`src/rtl/fb_write_arbiter.sv`:
```
// ============================================================================
// Module      : fb_write_arbiter
// Description : Frame-buffer write-port arbiter (camera vs. overlay) with
//               tear-free double-buffer bank sequencing.
// Revision    : 1.0 - initial release
// ============================================================================
`default_nettype none

module fb_write_arbiter #(
    parameter int ADDR_W     = 19,
    parameter int DATA_W     = 12,
    parameter int FB_SIZE    = 307200,
    parameter int MAX_STARVE = 15
) (
    input  logic              clk_25mhz,
    input  logic              rst_n,
    input  logic              cam_valid,
    input  logic [ADDR_W-1:0] cam_addr,
    input  logic [DATA_W-1:0] cam_data,
    output logic              cam_ready,
    input  logic              ovl_valid,
    input  logic [ADDR_W-1:0] ovl_addr,
    input  logic [DATA_W-1:0] ovl_data,
    output logic              ovl_ready,
    input  logic              cam_frame_done,
    input  logic              vga_frame_start,
    output logic              fb_we,
    output logic [ADDR_W:0]   fb_addr,
    output logic [DATA_W-1:0] fb_wdata,
    output logic              wr_bank,
    output logic              rd_bank,
    output logic              swap_pending,
    output logic [7:0]        drop_cnt,
    output logic              addr_err
);

    localparam int STARVE_W = (MAX_STARVE < 1) ? 1 : $clog2(MAX_STARVE + 1);
    localparam logic [ADDR_W:0]     c_fb_limit   = (ADDR_W + 1)'(FB_SIZE);
    localparam logic [STARVE_W-1:0] c_max_starve = STARVE_W'(MAX_STARVE);

    typedef enum logic [0:0] {
        ST_IDLE    = 1'b0,
        ST_PENDING = 1'b1
    } bank_state_t;

    bank_state_t         state_q, state_d;
    logic [STARVE_W-1:0] starve_q, starve_d;
    logic                wr_bank_q, wr_bank_d;
    logic [7:0]          drop_cnt_q, drop_cnt_d;
    logic                addr_err_q, addr_err_d;
    logic                fb_we_q, fb_we_d;
    logic [ADDR_W:0]     fb_addr_q, fb_addr_d;
    logic [DATA_W-1:0]   fb_wdata_q, fb_wdata_d;

    logic                w_cam_grant;
    logic                w_ovl_grant;
    logic                w_accept;
    logic                w_addr_ok;
    logic [ADDR_W-1:0]   w_sel_addr;
    logic [DATA_W-1:0]   w_sel_data;
    logic                w_drop;

    // Camera has priority unless the overlay has waited MAX_STARVE cycles.
    always_comb begin
        w_ovl_grant = ovl_valid && (!cam_valid || (starve_q == c_max_starve));
        w_cam_grant = cam_valid && !w_ovl_grant;
        starve_d    = (ovl_valid && !w_ovl_grant) ? starve_q + STARVE_W'(1) : '0;
        w_sel_addr  = w_ovl_grant ? ovl_addr : cam_addr;
        w_sel_data  = w_ovl_grant ? ovl_data : cam_data;
        w_accept    = w_cam_grant || w_ovl_grant;
        w_addr_ok   = ({1'b0, w_sel_addr} < c_fb_limit);
    end

    // Write pipeline: illegal addresses complete the handshake but never reach BRAM.
    always_comb begin
        fb_we_d    = w_accept && w_addr_ok;
        fb_addr_d  = fb_addr_q;
        fb_wdata_d = fb_wdata_q;
        addr_err_d = addr_err_q || (w_accept && !w_addr_ok);
        if (fb_we_d) begin
            fb_addr_d  = {wr_bank_q, w_sel_addr};
            fb_wdata_d = w_sel_data;
        end
    end

    // Bank FSM: a finished frame waits for scan-out to reach (0,0) before swapping.
    always_comb begin
        state_d    = state_q;
        wr_bank_d  = wr_bank_q;
        w_drop     = 1'b0;
        case (state_q)
            ST_IDLE: begin
                if (cam_frame_done) begin
                    state_d = ST_PENDING;
                end
            end
            ST_PENDING: begin
                w_drop = cam_frame_done;
                if (vga_frame_start) begin
                    wr_bank_d = ~wr_bank_q;
                    state_d   = ST_IDLE;
                end
            end
            default: state_d = ST_IDLE;
        endcase
        drop_cnt_d = (w_drop && (drop_cnt_q != 8'hFF)) ? drop_cnt_q + 8'd1 : drop_cnt_q;
    end

    always_ff @(posedge clk_25mhz or negedge rst_n) begin
        if (!rst_n) begin
            state_q    <= ST_IDLE;
            starve_q   <= '0;
            wr_bank_q  <= 1'b0;
            drop_cnt_q <= 8'd0;
            addr_err_q <= 1'b0;
            fb_we_q    <= 1'b0;
            fb_addr_q  <= '0;
            fb_wdata_q <= '0;
        end else begin
            state_q    <= state_d;
            starve_q   <= starve_d;
            wr_bank_q  <= wr_bank_d;
            drop_cnt_q <= drop_cnt_d;
            addr_err_q <= addr_err_d;
            fb_we_q    <= fb_we_d;
            fb_addr_q  <= fb_addr_d;
            fb_wdata_q <= fb_wdata_d;
        end
    end

    assign cam_ready    = w_cam_grant;
    assign ovl_ready    = w_ovl_grant;
    assign fb_we        = fb_we_q;
    assign fb_addr      = fb_addr_q;
    assign fb_wdata     = fb_wdata_q;
    assign wr_bank      = wr_bank_q;
    assign rd_bank      = ~wr_bank_q;
    assign swap_pending = (state_q == ST_PENDING);
    assign drop_cnt     = drop_cnt_q;
    assign addr_err     = addr_err_q;

endmodule

`default_nettype wire

```
`config.mk`:
```
export PLATFORM = sky130hd
export DESIGN_NAME = fb_write_arbiter
export DESIGN_NICKNAME = d
export VERILOG_FILES = /design/src/rtl/fb_write_arbiter.sv
export SDC_FILE = /design/constraint.sdc
export NUM_CORES = 1
export LEC_CHECK = 0
export BUFFER_PORTS_ARGS = -buffer_cell sky130_fd_sc_hd__buf_2
export CAP_MARGIN = 20
export CORE_AREA = 2 2 78 80
export DETAILED_ROUTE_END_ITERATION = 8
export DIE_AREA = 0 0 80 82
export PLACE_DENSITY = 0.75
export SLEW_MARGIN = 20
export SYNTH_ARGS = -nofsm -noshare
export SYNTH_HDL_FRONTEND = slang
export SYNTH_SLANG_ARGS = --single-unit
```
`constraint.sdc`:
```
create_clock -name clk_25mhz -period 2 [get_ports clk_25mhz]
set_clock_uncertainty 0.2 [all_clocks]
set_input_delay 0.4 -clock clk_25mhz [delete_from_list [all_inputs] [get_ports clk_25mhz]]
set_output_delay 0.4 -clock clk_25mhz [all_outputs]
set_load 0.03 [all_outputs]
```
==> impl_metrics.ini <==
[run_status]
status = complete, but fails checks
violations = setup timing

[global_route]
antenna_found_initial = 0
grt_overflow = 0
grt_pass1_vias = 2097
grt_max_degree = 24
grtUsageTotal = 0.1897
grt_pass1_wl_um = 9653

[layout]
fillers = 538
drive_gt1_frac = 0.4365
final_area_mm2 = 0.003386
utilization = 0.5893
num_antenna_cells = 0
syn_to_final_growth_pct = 47.23
nets = 447

[synthesis]
synth_top_flop_cell = dfrtp_1
synth_seq_cells = 48
synth_area_mm2 = 0.002300
synth_edf_count = 0
syn_nets = 315
synth_area_leaders = dfrtp_1 52%, nand2_1 9.1%, a31oi_1 7.6%
synth_area_leader_cell = dfrtp_1
yosys_warnings = 0
synth.avg_cell_area_um2 = 9.387
yosysMostFrequentCell = nand2_1
ys_async_sr_fraction = 1.000
syn_inst = 245
ys_seq_area_frac = 0.5223
synth_common_cells = 56 x nand2_1, 48 x dfrtp_1, 36 x nor2_1
yosysTopAreaCellShare = 0.5223
ys_types = 33

[route]
drt_first_iter_violations = 65
finalWirelength_um = 6208
top_layer = met4
via_per_inst = 4.949
drt_pass1_iterations = 4
vias = 2242
drc_errors = 0
wl_per_cell_um = 13.70
antenna_left = 0
drt-met1-wl_um = 2568
dr_wl_met2_um = 3177
wl_met3_um = 414

[place]
post_dp_cell_area_mm2 = 0.003027
portBuffers = 114
hpwl_um = 4404
globalplace.congestion = 0.8971

[die]
coreArea_mm2 = 0.005746
die_w_um = 80
die-area_mm2 = 0.006560
initial_core_util = 0.4003
io_pins = 115
dieHeight_um = 82
rows = 28

[sta]
relSlewSlack = 0.7266
fin_crit_sh = 1.021
worst_pin_slew_ns = 0.4082
drv_slew = 0
fin_ws_ns = -0.04182
grt_setup_unrepaired = yes
period_needed_ns = 2.042
finalSetupViolations = 15
fmax_mhz = 489.8
finalHoldViolCount = 0

[clocking]
htreeDepth = 2
cts_made_buffers = 5
clk_latency_ns = 0.30
clk_pin_slew_ns = 0.09
cts_root_buffer = clkbuf_8
tritoncts = done
cts_sinks = 48
cts.path.max_buffers = 2

[setup_path]
cpPeakStageDelay_ns = 0.39
crit_required_ns = 1.99
critPathKind = reg2reg
cp_slowest_cell = dfrtp_1
rr_worst_depth = 7
path_cells = ha_2, and3_4, a21o_1, buf_6, o22ai_4, buf_12, mux2_2
end_kind = flip-flop
critPathLaunchType = flip-flop
path_max_fanout = 7
arrival_ns = 2.04

[power_and_ir_drop]
power.total_uw = 3458
peakVddDrop_v = 0.0007729
powerDensity_mw_per_mm2 = 1021
p_leak_uw = 0.001686

[hold_path]
whs_path_depth = 2
min_path_type = in2reg

[flow_run]
drv_cap = 0
[cell families (layout without fill, tap and decap cells)]
group           Yosys count  after routing  share of synthesized area
fa+ha+maj                 2              2                    0.01088
xor+xnor                 10             10                    0.03809
flops                    48             48                     0.5223
buf+inv                  21            154                    0.05060
compound gates           49             49                     0.1502
simple gates            106            106                     0.1877
mux                       9              9                    0.04026
[per-stage QoR]
step	hold WS [ns]	setup TNS (ns)	std cells	setup slack, ns
global placement	0.1581	0	436	0.09353
floorplan	-0.09559	0	245	0.007858
finish	0.1212	-0.2178	453	-0.04182
global route	0.1341	-2.800	453	-0.1078
CTS	0.1095	-0.6966	451	-0.04015
detailed placement	0.1568	0	436	0.03148
[metal layers]
layer  GRT usage  vias to the layer above
met5           0                        -
met4     0.04068                        0
met3     0.05275                        7
met2      0.3283                       70
met1      0.2380                     1066
li1            -                     1099
[final timing paths]
kind,endpoint,slack (ns),start
setup / recovery,fb_addr[19],-0.04,starve_q[0]
hold / removal,swap_pending,0.12,cam_frame_done
setup reg to reg,fb_addr[19],-0.04,starve_q[0]
hold reg to reg,addr_err,0.29,addr_err
max in group asynchronous,fb_wdata[8],0.75,rst_n
min in group asynchronous,drop_cnt[4],0.35,rst_n
[layout make-up]
cell class	count	area, um^2	share of cell area
timing repair buffer	137	874.6	0.2583
clock inverter	3	90.09	0.02661
clock buffer	5	68.82	0.02033
sequential	48	1204	0.3555
tap	75	93.84	0.02772
multi-input combinational	176	1018	0.3008
inverter	9	36.28	0.01072
[state kept, by name, indices dropped and copies added (netlist names)]
register,flops
fb_addr,20
fb_wdata,12
drop_cnt,8
starve_q,4
addr_err,1
fb_we,1
swap_pending,1
wr_bank,1
[placed cells by master (no fill, tap or decap), types with 7 or more instances in the layout]
cell type,instances
a21oi_1,7
a31oi_1,28
buf_2,112
buf_4,11
dfrtp_1,46
inv_1,7
mux2i_1,7
nand2_1,56
nand3_1,7
nor2_1,29
xnor2_1,7
[power breakdown]
group	internal [uW]	switching [uW]
registers	1170	162
logic	429	744
clock network	625	333
total	2220	1240
[timing repair]
action,4_1_cts,5_1_grt
setup endpoints to repair,4,34
buffers inserted,5,1
pin swaps,4,2
resized for setup,9,15
endpoints found under the hold margin,15,0
hold buffers,1,0
cloned,1,2
[worst max-delay path: cells and delay by family, from the launching register on]
family          cells  cell delay [ns]
compound gates      2             0.36
fa+ha+maj           1             0.19
buf+inv             2             0.29
flops               1             0.39
mux                 1             0.32
simple gates        1             0.19
(Power assumes the default switching activity.)
